**src/rtl/fphub_div_pkg.sv**
```systemverilog
// fphub_div_pkg: shared types, special-case codes and constant builders for the FPHUB divider
package fphub_div_pkg;
    localparam int FP_E = 8;
    localparam int FP_M = 23;
    typedef logic [FP_E+FP_M:0] fphub_t;
    localparam logic [2:0] CASE_NONE   = 3'd0;
    localparam logic [2:0] CASE_X_INF  = 3'd1;
    localparam logic [2:0] CASE_X_ZERO = 3'd2;
    localparam logic [2:0] CASE_Y_ZERO = 3'd3;
    localparam logic [2:0] CASE_Y_INF  = 3'd4;
    localparam logic [2:0] CASE_Y_ONE  = 3'd5;
    localparam logic [2:0] CASE_ONE_N  = 3'd6;
    function automatic fphub_t inf_val(input logic sign);
        return {sign, {(FP_E+FP_M){1'b1}}};
    endfunction
    function automatic fphub_t zero_val(input logic sign);
        return {sign, {(FP_E+FP_M){1'b0}}};
    endfunction
endpackage

```
**src/rtl/fphub_div_issue_ctrl_detector.sv**
```systemverilog
// special_cases_detector: classifies a dividend/divisor pair into a prioritised special-case code
module special_cases_detector
    import fphub_div_pkg::*;
#(
    parameter int E = 8,
    parameter int M = 23,
    parameter int CW = 3
) (
    input  logic [E+M:0] x,
    input  logic [E+M:0] y,
    output logic [CW-1:0] code,
    output logic         x_one
);
    localparam logic [E+M-1:0] ONE_MAG = {1'b1, {(E+M-1){1'b0}}};
    logic x_inf, x_zero, y_inf, y_zero, y_one;
    always_comb begin
        x_inf  = &x[E+M-1:0];
        x_zero = ~|x[E+M-1:0];
        y_inf  = &y[E+M-1:0];
        y_zero = ~|y[E+M-1:0];
        y_one  = y[E+M-1:0] == ONE_MAG;
        x_one  = x[E+M-1:0] == ONE_MAG;
        code   = x_inf  ? CW'(CASE_X_INF)  :
                 x_zero ? CW'(CASE_X_ZERO) :
                 y_zero ? CW'(CASE_Y_ZERO) :
                 y_inf  ? CW'(CASE_Y_INF)  :
                 y_one  ? CW'(CASE_Y_ONE)  :
                 x_one  ? CW'(CASE_ONE_N)  : CW'(CASE_NONE);
    end
endmodule

```
**src/rtl/fphub_div_issue_ctrl.sv**
```systemverilog
// fphub_div_issue_ctrl: accepts operand pairs, bypasses special quotients, launches the rest into the divider core
module fphub_div_issue_ctrl
    import fphub_div_pkg::*;
#(
    parameter int M = 23,
    parameter int E = 8,
    parameter int special_case = 7
) (
    input  logic         clk,
    input  logic         rst_l,
    input  logic         in_valid,
    output logic         in_ready,
    input  logic [E+M:0] in_x,
    input  logic [E+M:0] in_y,
    output logic         core_start,
    output logic [E+M:0] core_x,
    output logic [E+M:0] core_y,
    output logic         core_x_one,
    input  logic         core_done,
    input  logic [E+M:0] core_result,
    output logic         out_valid,
    input  logic         out_ready,
    output logic [E+M:0] out_data,
    output logic         out_special,
    output logic         spurious_done
);
    localparam int CW = $clog2(special_case);
    typedef enum logic [1:0] {IDLE, WAIT, OUT} state_t;
    state_t state;
    logic [CW-1:0] code;
    logic x_one, accept, bypass, s;
    logic [E+M:0] bypass_val;
    special_cases_detector #(.E(E), .M(M), .CW(CW)) u_det (
        .x(in_x), .y(in_y), .code(code), .x_one(x_one)
    );
    always_comb begin
        in_ready   = state == IDLE || (state == OUT && out_ready);
        out_valid  = state == OUT;
        accept     = in_valid && in_ready;
        s          = in_x[E+M] ^ in_y[E+M];
        bypass     = code != CW'(CASE_NONE) && code != CW'(CASE_ONE_N);
        bypass_val = (code == CW'(CASE_X_INF) || code == CW'(CASE_Y_ZERO)) ? inf_val(s) :
                     (code == CW'(CASE_Y_ONE)) ? {s, in_x[E+M-1:0]} : zero_val(s);
    end
    always_ff @(posedge clk) begin
        if (rst_l) begin
            state         <= IDLE;
            core_start    <= 1'b0;
            core_x        <= '0;
            core_y        <= '0;
            core_x_one    <= 1'b0;
            out_data      <= '0;
            out_special   <= 1'b0;
            spurious_done <= 1'b0;
        end else begin
            core_start <= 1'b0;
            if (core_done && state != WAIT) spurious_done <= 1'b1;
            if (state == WAIT) begin
                if (core_done) begin
                    out_data    <= core_result;
                    out_special <= 1'b0;
                    state       <= OUT;
                end
            end else if (accept) begin
                // an accept in OUT also retires the current result, so both paths start fresh
                if (bypass) begin
                    out_data    <= bypass_val;
                    out_special <= 1'b1;
                    state       <= OUT;
                end else begin
                    core_x     <= in_x;
                    core_y     <= in_y;
                    core_x_one <= x_one;
                    core_start <= 1'b1;
                    state      <= WAIT;
                end
            end else if (state == OUT && out_ready) begin
                state <= IDLE;
            end
        end
    end
endmodule

```
**config.mk**
```make
export PLATFORM = sky130hd
export DESIGN_NAME = fphub_div_issue_ctrl
export DESIGN_NICKNAME = d
export VERILOG_FILES = /design/src/rtl/fphub_div_pkg.sv /design/src/rtl/fphub_div_issue_ctrl_detector.sv /design/src/rtl/fphub_div_issue_ctrl.sv
export SDC_FILE = /design/constraint.sdc
export NUM_CORES = 1
export LEC_CHECK = 0
export ABC_AREA = 1
export CAP_MARGIN = 30
export CORE_MARGIN = 2
export CORE_UTILIZATION = 23
export CTS_CLUSTER_SIZE = 16
export DETAILED_ROUTE_END_ITERATION = 10
export GPL_ROUTABILITY_DRIVEN = 1
export MAX_ROUTING_LAYER = met4
export PLACE_DENSITY_LB_ADDON = 0.1
export SETUP_SLACK_MARGIN = 0.05
export SLEW_MARGIN = 10
export SYNTH_ARGS = -nofsm -noshare
export SYNTH_HDL_FRONTEND = slang
export SYNTH_HIERARCHICAL = 1
export SYNTH_SLANG_ARGS = --single-unit
export TNS_END_PERCENT = 1
```
**constraint.sdc**
```tcl
create_clock -name clk -period 2.8 [get_ports clk]
set_clock_uncertainty 0.1 [all_clocks]
set_input_delay 0.42 -clock clk [delete_from_list [all_inputs] [get_ports clk]]
set_output_delay 0.42 -clock clk [all_outputs]
set_load 0.05 [all_outputs]
```
==> summary.txt, run 1 <==
Run
  • Max_cap viols: 0

Drt
  • Pre-antenna DRT Iters: 5
  • Remaining DRCs: 0
  • Final antenna-violating net count: 0
  • Routed len/inst: ~15 um
  • Drt initial violations: between 200 and 300
  • DR vias/cell: approximately 4.3
  • Routed via count: around 5700
  • Detailed Route WL: 19400 um

Power and ir drop
  • LEAKAGE: between 3 and 4 nW
  • Pwr Total: about 4.6 mW
  • Clock power frac: between 20 and 30%
  • Max IR drop VDD: approximately 0.00031 V
  • Power Density: 565 nW/um^2
  • Switching power: between 1.5 and 2 mW
  • Seq pwr share: approximately 37%
  • Net Sw Frac: between 30% and 40%
  • Pint: about 2.9 mW
  • Combinational Power Share: between 30% and 40%

Global routing
  • Initial antenna violation count: 0
  • Vias in the first global route: around 5400
  • GRT overflow: 0
  • Largest net degree at the start of global routing: 100
  • GRT Overall Usage: between 15 and 20%
  • First-pass GRT wire length: 30500 um

Finish
  • Layout cells sized above 1: a little under a tenth
  • Antenna cells: 0
  • Fill cells: between 2000 and 2500
  • Area grow syn2layout: 56.5%
  • Final instance area: slightly above 8000 um^2
  • Cell Count, Final, Fillers Out: approximately 1300
  • Total Nets Final: around 1100

Synth
  • Synth Area in Adders: 0%
  • Area leader, netlist: dfxtp_1
  • Yosys warning total: 6
  • Largest family of logic cells by synthesized area: simple AND/OR/NAND/NOR gates
  • Synth unique cells: 25
  • Synth Cell Area: approximately 5200 um^2
  • Post-Synth Simple-Gate Area: between 30% and 40%
  • Mux contribution to synthesized area: 0%
  • Synth Flop Type: dfxtp_1
  • Number of flops mapped to enable cells by yosys: 0
  • Most frequent cells after synthesis: 289 x nor2_1, 113 x nand2_1, 102 x dfxtp_1
  • FFs w/ async S/R, synth: 0%
  • Avg Cell Area, Syn: approximately 6.3 um^2
  • Compound-Gate Fraction of Synth Area: around a tenth
  • Synth top area share: 39.6%
  • Sequential area share after synthesis: approximately two fifths
  • Synth top area cells: dfxtp_1 40%, nor2_1 21%, nand2_1 8.2%, inv_1 5.0%, o21ai_0 4.1%
  • Syn Inst Count: approximately 820
  • Synth Area in XOR/XNOR: less than 1%
  • Cell with the most instances after synthesis: nor2_1
  • Post-synth net total: roughly 920
  • #FFs+latches synth: a little over 100

Setup path
  • Crit path launch type: input port
  • R2R depth: 8
  • CP startpoint: in_y[1]
  • Reg2reg start: state[1]$_SDFFE_PP0P_
  • Setup crit end kind: flip-flop
  • Worst EP required: 2.94 ns
  • Critical path capture point: core_x[7]$_SDFFE_PP0P_
  • Worst R2R Setup Slack: a little over 0.8 ns
  • Max incr delay on CP: about 0.54 ns
  • Slowest-stage cell, CP: clkdlybuf4s50_1
  • Worst flop-to-flop path endpoint: state[1]$_SDFFE_PP0P_
  • Worst EP arrival: 2.68 ns
  • CP most frequent cell: nor2_1
  • CP cell instances: clkdlybuf4s50_1 > nand2_1 > nor2_1 > nand2_1 > nor2_1 > nand2_1 > inv_1 > nor2_1 > nor2_2 > inv_1 > o21ai_2 > nand2_2 > nor2_4 > inv_2 > buf_4 > nor2_1 > nor2_1
  • Kind of critical path: in2reg
  • Crit-path max FO: 14

STA
  • Hold Vio Cnt, Final: 0
  • Worst slew pin tran: between 0.5 and 0.6 ns
  • Fin crit share: 90.6%
  • Final Setup Violations: 0
  • Slew HR: between 60% and 70%
  • RSZ-0062 raised after global routing: false
  • Min Tclk post-route: about 2.5 ns
  • Max frequency: 394 MHz
  • Max Slew Vio Count: 0
  • Setup TNS: 0 ns

Floorplanning
  • Row count: 54
  • Initial core utilization: between 20% and 30%
  • Chip Height: around 150 um
  • Num ports: around 200
  • Core area: ~22000 um^2
  • DIE AREA: about 24000 um^2
  • Die W: between 150 and 200 um

Min path
  • Hold WC Path Type: reg2reg

Clock network
  • Clk_lat worst skew: ~0.34 ns
  • Hold Buf Count CTS: 0
  • TritonCTS clock tree: built
  • Clock Tree Root: clkbuf_16
  • Cts bufs inserted: 9
  • Reg clk slew, reported paths: 0.07 ns
  • Maximum clock insertion buffer count: 2
  • Clock sink count: 102
  • H-tree depth: 3

Placed design
  • Routability Congestion: about 0.76
  • Post-DP HPWL: between 10000 and 15000 um
  • Placed Instances: ~1300
  • Input/output buffers: between 200 and 250
  • Placed cell areas: between 7000 and 8000 um^2

Outcome
  • Status: finished, final reports clean
[layout by cell type (no fill, tap or decap)]
master           count
buf_12               8
nand2b_1             1
inv_2                3
nand4_1             33
clkbuf_1             1
clkbuf_16            9
nor2_2               8
nor2_4               2
inv_1               68
clkinvlp_4           1
o21ai_1             27
nand2_2              5
nand3_1             40
xnor2_1              1
bufinv_16            1
dfxtp_1            102
nand2_1            111
clkdlybuf4s50_1    201
nand3_2              2
nor3_1               1
o21ai_2              1
buf_4               50
a21oi_2              1
clkbuf_8             1
o21ai_0             42
clkinv_2             2
or2_1                1
a21oi_1             34
nor2_1             284
[worst min-delay path by stage]
stage	start	end	slack [ns]	cells past startpoint
6_report	out_special$_SDFFE_PP0P_	out_special$_SDFFE_PP0P_	0.37	2
5_1_grt	out_special$_SDFFE_PP0P_	out_special$_SDFFE_PP0P_	0.40	2
4_1_cts	out_special$_SDFFE_PP0P_	out_special$_SDFFE_PP0P_	0.38	2
3_5_place_dp	out_special$_SDFFE_PP0P_	out_special$_SDFFE_PP0P_	0.37	2
3_3_place_gp	spurious_done$_SDFFE_PP0P_	spurious_done$_SDFFE_PP0P_	0.35	2
2_1_floorplan	state[0]$_SDFFE_PP0P_	state[0]$_SDFFE_PP0P_	0.39	2
[metal layers]
metal  wire (um)  vias to the layer above  part of all wire, %  GRT usage (%)
li1            -                     3004                    -              -
met5           0                        -                    0              -
met3         853                        9                  4.4           3.24
met4         182                        0                 0.94           3.93
met2        8950                      109                   46           26.3
met1        9450                     2530                   49           22.1
[power by group through the flow]
stage	combinational [mW]	clock [mW]	sequential, mW
floorplan	0.463	0	2.20
global placement	1.62	0	1.71
detailed placement	1.61	0	1.71
CTS	1.62	1.33	1.68
global route	1.72	1.39	1.70
finish	1.60	1.28	1.68
[worst max-delay path, delay by kind of cell]
kind                   cells  cell delay, ns
AO/OA/AOI/OAI              1            0.08
buffers and inverters      5            0.97
AND/OR/NAND/NOR           11            1.18
[state kept, by name, indices dropped and copies added, names as in the netlist]
register       flops
core_start         1
core_x            32
core_x_one         1
core_y            32
out_data          32
out_special        1
spurious_done      1
state              2
[layout make-up]
type | instances | area [um^2] | area share (%)
Clock buffer | 11 | 243 | 3.01
Clock inverter | 4 | 47.5 | 0.589
Inverter | 71 | 267 | 3.30
Sequential cell | 102 | 2040 | 25.3
Multi-Input combinational cell | 594 | 2570 | 31.9
Tap cell | 280 | 350 | 4.34
Timing Repair Buffer | 259 | 2550 | 31.6
[cells by family after synthesis]
kind of cell	after synthesis
AO/OA/AOI/OAI	105
flip-flops	102
buffers and inverters	121
AND/OR/NAND/NOR	488
XOR/XNOR	1
[stage by stage]
| stage | hold slack [ns] | worst slack [ns] | util [%] |
|---|---|---|---|
| floorplan | 0.388 | 0.651 | - |
| global placement | 0.353 | -0.227 | 35.4 |
| detailed placement | 0.368 | -0.245 | 35.4 |
| CTS | 0.381 | 0.115 | 36.7 |
| global route | 0.401 | 0.0516 | 36.9 |
| finish | 0.374 | 0.262 | 36.9 |
[timing repair]
item / CTS / global route
endpoints found under the setup margin: 0 / 100
gates resized for setup: 0 / 7
buffers inserted: 0 / 2
Note: power is estimated with default switching activity, not from simulation.
==> run 2: changes to the inputs <==
--- a/config.mk
+++ b/config.mk
@@ -5,13 +5,13 @@
 export SDC_FILE = /design/constraint.sdc
 export NUM_CORES = 1
 export LEC_CHECK = 0
-export ABC_AREA = 1
 export CAP_MARGIN = 30
 export CORE_MARGIN = 2
 export CORE_UTILIZATION = 23
 export CTS_CLUSTER_SIZE = 16
 export DETAILED_ROUTE_END_ITERATION = 10
 export GPL_ROUTABILITY_DRIVEN = 1
+export HOLD_SLACK_MARGIN = 0.02
 export MAX_ROUTING_LAYER = met4
 export PLACE_DENSITY_LB_ADDON = 0.1
 export SETUP_SLACK_MARGIN = 0.05
==> summary.txt, run 2 <==
Synth
  • Synth top area share: 43.2% (+3.6 points)
  • Cell with the most instances after synthesis: nand2_1
  • Number of flops mapped to enable cells by yosys: 0 (unchanged)
  • Synth top area cells: dfxtp_1 43%, nand2_1 11%, a211oi_2 7.9%, a21oi_1 7.4%, a22oi_1 4.9%
  • Syn Inst Count: 588 (-28%)
  • FFs w/ async S/R, synth: 0% (unchanged)
  • Area leader, netlist: dfxtp_1
  • Synth Flop Type: dfxtp_1
  • Post-synth net total: 689 (-25%)
  • Synth Cell Area: 4730 um^2 (-8.3%)
  • Sequential area share after synthesis: 43.2% (+3.6 points)
  • Avg Cell Area, Syn: 8.04 um^2 (+27%)
  • Yosys warning total: 6 (unchanged)
  • #FFs+latches synth: 102 (unchanged)
  • Most frequent cells after synthesis: 133 x nand2_1, 102 x dfxtp_1, 70 x a21oi_1
  • Synth unique cells: 38 (+52%)

Power and ir drop
  • Max IR drop VDD: 0.000266 V (-15%)
  • Clock power frac: 32.2% (+4.1 points)
  • Seq pwr share: 37.6% (+0.8 points)
  • Pint: 2.87 mW (-0.99%)
  • Combinational Power Share: 30.2% (-4.9 points)
  • Net Sw Frac: 32.9% (-3.5 points)
  • Power Density: 494 nW/um^2 (-12%)
  • LEAKAGE: 3.48 nW (-1.0%)
  • Switching power: 1.41 mW (-15%)

Finish
  • Biggest registers after layout: core_x: 32 flops, core_y: 32 flops, out_data: 32 flops
  • Area grow syn2layout: 83.0%
  • Commonest non-fill, non-tap cell in the layout: clkdlybuf4s50_1
  • Total Nets Final: 958 (-16%)
  • Cell Count, Final, Fillers Out: 1135 (-14%)
  • Fin util: 42.8% (+5.9 points)
  • Fill cells: 1985 (-18%)
  • Most frequent cells in the layout: 140 x clkdlybuf4s50_1, 111 x nand2_1, 102 x dfxtp_1
  • Layout cells sized above 1: 26.8% (+18 points)

STA
  • Max Slew Vio Count: 0 (unchanged)
  • Fin crit share: 106% (+15 points)
  • Min Tclk post-route: 2.96 ns (+0.424 ns)
  • Max frequency: 338 MHz (-14%)
  • Slew HR: 59.1% (-3.4 points)
  • Worst slew pin tran: 0.611 ns (+0.0512 ns)
  • Final Setup Violations: 99 (+99)
  • Hold Vio Cnt, Final: 0 (unchanged)
  • RSZ-0062 raised after global routing: true
  • Setup ws final: -0.162 ns (-0.424 ns)

Global routing
  • GRT overflow: 0 (unchanged)
  • Initial antenna violation count: 3 (+3)
  • GRT Overall Usage: 18.7% (+2.0 points)
  • First-pass GRT wire length: 30900 um (+1.4%)
  • Largest net degree at the start of global routing: 54 (-46%)
  • Vias in the first global route: 5477 (+0.83%)

Placed design
  • Input/output buffers: 202 (unchanged)
  • Post-DP HPWL: 14100 um (-0.38%)
  • Routability Congestion: 0.856 (+13%)
  • Placed Instances: 1088 (-17%)
  • Place WS: -1.23 ns (-0.985 ns)

Drt
  • DR vias/cell: 4.73 (+11%)
  • Remaining DRCs: 0 (unchanged)
  • Routed len/inst: 18.6 um (+26%)
  • Detailed Route WL: 21100 um (+8.5%)
  • Pre-antenna DRT Iters: 5 (unchanged)
  • Drt initial violations: 244 (-3.6%)
  • Routed via count: 5373 (-4.9%)
  • Final antenna-violating net count: 0 (unchanged)

Setup path
  • CP cell instances: clkbuf_2 > nor4_4 > nand4_1 > or3_4 > a21boi_2 > a21boi_2 > buf_4 > xnor2_4 > a211oi_4 > or2_4 > clkbuf_16 > a211oi_2
  • Crit path launch type: input port
  • Worst EP arrival: 3.09 ns (+0.41 ns)
  • Kind of critical path: in2reg
  • Worst EP required: 2.93 ns (about the same)
  • Setup crit end kind: flip-flop
  • Crit-path max FO: 8 (-6)
  • Max incr delay on CP: 0.44 ns (-0.10 ns)
  • CP most frequent cell: a21boi_2
  • Slowest-stage cell, CP: or3_4

Floorplanning
  • DIE AREA: 21700 um^2 (-8.1%)
  • Row count: 52 (-3.7%)
  • Initial core utilization: 23.4% (-0.19 points)
  • Core area: 20200 um^2 (-7.6%)
  • Chip Height: 147 um (-4.1%)
  • Die W: 147 um (-4.1%)
  • Num ports: 203 (unchanged)

Clock network
  • Clock sink count: 102 (unchanged)
  • TritonCTS clock tree: built
  • H-tree depth: 3 (unchanged)
  • Reg clk slew, reported paths: 0.07 ns (about the same)
  • Clk_lat worst skew: 0.35 ns (about the same)
  • Maximum clock insertion buffer count: 2 (unchanged)
  • Cts bufs inserted: 9 (unchanged)
  • Clock Tree Root: clkbuf_16

Outcome
  • Failing checks: negative setup slack
  • Status: finished with violations

Min path
  • Hold WC Path Type: in2reg

Run
  • Max_cap viols: 0 (unchanged)
-- run 2: cell families after synthesis --
logic type             after synthesis  share of synthesized area, %
AND/OR/NAND/NOR                    230                          22.6
AO/OA/AOI/OAI                      170                          25.2
flip-flops                         102                          43.2
buffers and inverters               83                          8.47
XOR/XNOR                             3                         0.556
-- run 2: layout make-up --
cell class,count,area (um^2),area share (%)
timing repair buffer,307,3220,37.2
multi-input combinational,403,2590,30.0
sequential,102,2040,23.6
tap,270,338,3.91
clock buffer,9,225,2.60
inverter,34,128,1.48
clock inverter,7,96.3,1.11
antenna,3,7.51,0.0868
-- run 2: path summary, 6_finish.rpt --
kind / startpoint / to / slack [ns] / cells past startpoint
setup / recovery: in_x[1] / out_data[30]$_SDFFE_PP0P_ / -0.16 / 12
hold / removal: in_y[5] / core_y[5]$_SDFFE_PP0P_ / 0.29 / 3
setup reg to reg: state[0]$_SDFFE_PP0P_ / out_data[9]$_SDFFE_PP0P_ / 0.92 / 6
hold reg to reg: core_y[31]$_SDFFE_PP0P_ / core_y[31]$_SDFFE_PP0P_ / 0.36 / 2
-- run 2: worst max-delay path, delay by kind of cell --
kind,cells,cell delay [ns]
xor gates and xnor gates,1,0.07
and+or+nand+nor,4,1.33
AOI/OAI and AO/OA,4,0.79
buffers and inverters,3,0.47
-- run 2: timing repair --
action                                  CTS  global route
gates resized for setup                  52           141
endpoints found under the setup margin  101           101
gates cloned                              4            10
setup buffers                            10             7
pin swaps                                14            43
hold buffers                              0             0
-- run 2: metrics by stage --
stage                     total power [mW]  cell area (um^2)  hold WS [ns]  TNS (ns)
after floorplan                       2.27              4730         0.405     -1.04
after global placement                2.79              7490         0.342   -105.44
after detailed placement              2.79              7490         0.345   -120.22
after CTS                             4.24              8080         0.358    -23.89
after global routing                  4.47              8650         0.290    -22.44
final                                 4.28              8650         0.292    -12.95
-- run 2: power by group through the flow --
stage	logic [mW]	clock network, mW	registers [mW]
global placement	1.15	0	1.64
global route	1.37	1.48	1.62
floorplan	0.320	0	1.95
finish	1.29	1.38	1.61
CTS	1.21	1.43	1.61
detailed placement	1.16	0	1.64
-- run 2: layer usage --
metal,global-route usage (%),wire [um],share of wire [%]
met4,6.15,371,1.8
met2,28.6,9670,46
met3,5.19,1490,7.1
met5,-,0,0
met1,24.0,9540,45
==> run 3: changes to the inputs <==
--- a/config.mk
+++ b/config.mk
@@ -15,7 +15,7 @@
 export MAX_ROUTING_LAYER = met4
 export PLACE_DENSITY_LB_ADDON = 0.1
 export SETUP_SLACK_MARGIN = 0.05
-export SLEW_MARGIN = 10
+export SLEW_MARGIN = 20
 export SYNTH_ARGS = -nofsm -noshare
 export SYNTH_HDL_FRONTEND = slang
 export SYNTH_HIERARCHICAL = 1
==> constraint.sdc (replaced) <==
create_clock -name clk -period 3.75 [get_ports clk]
set_clock_uncertainty 0.1 [all_clocks]
set_input_delay 0.5625 -clock clk [delete_from_list [all_inputs] [get_ports clk]]
set_output_delay 0.5625 -clock clk [all_outputs]
set_load 0.05 [all_outputs]
==> summary.txt, run 3 (synthesized netlist as in run 2, its figures left out) <==
Setup path
  • Worst flop-to-flop path endpoint: out_data[1]$_SDFFE_PP0P_
  • Crit path launch type: input port
  • CP most frequent cell: buf_4
  • Slowest-stage cell, CP: clkdlybuf4s50_1
  • Reg2reg start: state[0]$_SDFFE_PP0P_
  • Crit-path max FO: 30 (+22)
  • Kind of critical path: in2reg
  • CP cell instances: clkdlybuf4s50_1 > nor4_2 > buf_4 > nand4_1 > or3_4 > a21boi_1 > a21boi_2 > xor2_1 > buf_4 > nor4_4 > buf_4 > nand2_1 > a21oi_1
  • R2R depth: 6 (unchanged)
  • Worst EP arrival: 3.64 ns (+0.55 ns)
  • Setup crit end kind: flip-flop
  • Max incr delay on CP: 0.47 ns (+0.03 ns)
  • Worst R2R Setup Slack: 1.48 ns (+0.56 ns)
  • Worst EP required: 3.91 ns (+0.98 ns)

Global routing
  • Initial antenna violation count: 1 (-2)
  • Vias in the first global route: 5319 (-2.9%)
  • M1 GR Usage: 23.4% (-0.54 points)
  • First-pass GRT wire length: 29500 um (-4.6%)
  • GRT met3 Usage: 4.60% (-0.59 points)
  • GRT Overall Usage: 17.7% (-1.0 points)
  • GRT overflow: 0 (unchanged)
  • Top Usage Layer GRT: met2
  • GRT met2 Usage: 26.4% (-2.2 points)
  • Largest net degree at the start of global routing: 74 (+37%)

Placed design
  • Routability Congestion: 0.913 (+6.7%)
  • Placed Instances: 1073 (-1.4%)
  • Placed cell areas: 7390 um^2 (-1.3%)
  • Post-DP HPWL: 14000 um (-1.1%)
  • Input/output buffers: 202 (unchanged)

Floorplanning
  • Row count: 52 (unchanged)
  • Chip Height: 147 um (unchanged)
  • Core area: 20200 um^2 (unchanged)
  • DIE AREA: 21700 um^2 (unchanged)
  • Initial core utilization: 23.4% (unchanged)
  • Num ports: 203 (unchanged)
  • Die W: 147 um (unchanged)

Finish
  • Fin util: 38.1% (-4.6 points)
  • Final instance area: 7710 um^2 (-11%)
  • Commonest non-fill, non-tap cell in the layout: clkdlybuf4s50_1
  • Area grow syn2layout: 63.2%
  • Total Nets Final: 915 (-4.5%)
  • Biggest registers after layout: core_x: 32 flops, core_y: 32 flops, out_data: 32 flops
  • Layout cells sized above 1: 14.9% (-12 points)
  • Cell Count, Final, Fillers Out: 1090 (-4.0%)
  • Most frequent cells in the layout: 201 x clkdlybuf4s50_1, 133 x nand2_1, 102 x dfxtp_1

Power and ir drop
  • LEAKAGE: 2.74 nW (-21%)
  • Pwr Total: 3.03 mW (-29%)
  • Max IR drop VDD: 0.000241 V (-9.4%)
  • Power Density: 392 nW/um^2 (-21%)

Clock network
  • Hold Buf Count CTS: 0 (unchanged)
  • Maximum clock insertion buffer count: 2 (unchanged)
  • Clk_lat worst skew: 0.34 ns (about the same)
  • TritonCTS clock tree: built
  • H-tree depth: 3 (unchanged)
  • Clock sink count: 102 (unchanged)
  • Reg clk slew, reported paths: 0.08 ns (about the same)
  • Cts bufs inserted: 9 (unchanged)
  • Clock Tree Root: clkbuf_16

Drt
  • Remaining DRCs: 0 (unchanged)
  • Drt initial violations: 180 (-26%)
  • Pre-antenna DRT Iters: 5 (unchanged)
  • Final antenna-violating net count: 0 (unchanged)
  • Routed via count: 5053 (-6.0%)
  • DR vias/cell: 4.64 (-2.1%)
  • Detailed Route WL: 18700 um (-11%)
  • Routed len/inst: 17.1 um (-7.8%)

Min path
  • Hold endpoint: core_y[15]$_SDFFE_PP0P_
  • Hold WC Path Type: reg2reg
  • Worst hold path startpoint: core_y[15]$_SDFFE_PP0P_
  • Hold path depth: 2 (-1)

STA
  • Min Tclk post-route: roughly 3.5 ns
  • Final Setup Violations: 0 (-100%)
  • RSZ-0062 raised after global routing: false
  • Fin crit share: 92.7%
  • Worst slew pin tran: 0.922 ns (+0.310 ns)
  • Max Slew Vio Count: 0 (unchanged)
  • Slew HR: 38.6% (-21 points)
  • Max frequency: 288 MHz
  • Hold Vio Cnt, Final: 0 (unchanged)

Run
  • Max_cap viols: 0 (unchanged)

Outcome
  • Status: finished, final reports clean
run 3: how the worst max path moves through the flow:
stage / start / endpoint / slack [ns] / cells after the start
2_1_floorplan: in_x[19] / core_x[10]$_SDFFE_PP0P_ / 0.73 / 11
3_3_place_gp: in_x[19] / core_y[30]$_SDFFE_PP0P_ / -0.08 / 12
3_5_place_dp: in_x[19] / core_x[4]$_SDFFE_PP0P_ / -0.14 / 12
4_1_cts: in_x[19] / core_x[4]$_SDFFE_PP0P_ / 0.20 / 12
5_1_grt: in_x[19] / core_y[9]$_SDFFE_PP0P_ / 0.08 / 13
6_report: in_x[19] / core_y[13]$_SDFFE_PP0P_ / 0.28 / 13
run 3: what timing repair did:
item	CTS	global route
gates resized for setup	0	3
setup buffers	0	0
endpoints found under the setup margin	0	46
run 3: per-layer routing:
metal / part of all wire [%] / wire length [um]
met5: 0 / 0
met4: 1.9 / 354
met3: 6.8 / 1280
met2: 44 / 8230
met1: 47 / 8810
run 3: final cells by class:
type	instances	area, um^2
well taps	270	338
repair buffers	264	2580
clock inverters	6	68.8
clock buffers	10	239
multi-input cells	403	2310
flip-flops and latches	102	2040
inverters	34	128
fillers	2063	12500
diodes	1	2.50
run 3: stage by stage:
step                setup slack [ns]  setup TNS [ns]  hold WS, ns
finish                         0.275               0        0.352
global route                  0.0803               0        0.387
CTS                            0.197               0        0.355
global placement             -0.0846           -3.77        0.340
detailed placement            -0.140           -7.32        0.345
floorplan                      0.729               0        0.405
run 3: worst max-delay path: cells and delay by family:
kind | cells | cell delay, ns
AND/OR/NAND/NOR | 5 | 1.24
buffers and inverters | 4 | 1.15
AO/OA/AOI/OAI | 3 | 0.54
XOR/XNOR | 1 | 0.12
run 3: report_power, final:
part	switching (mW)	internal [mW]	total (mW)
Clock	0.435	0.540	0.975
Sequential	0.0414	1.16	1.20
Combinational	0.513	0.343	0.856
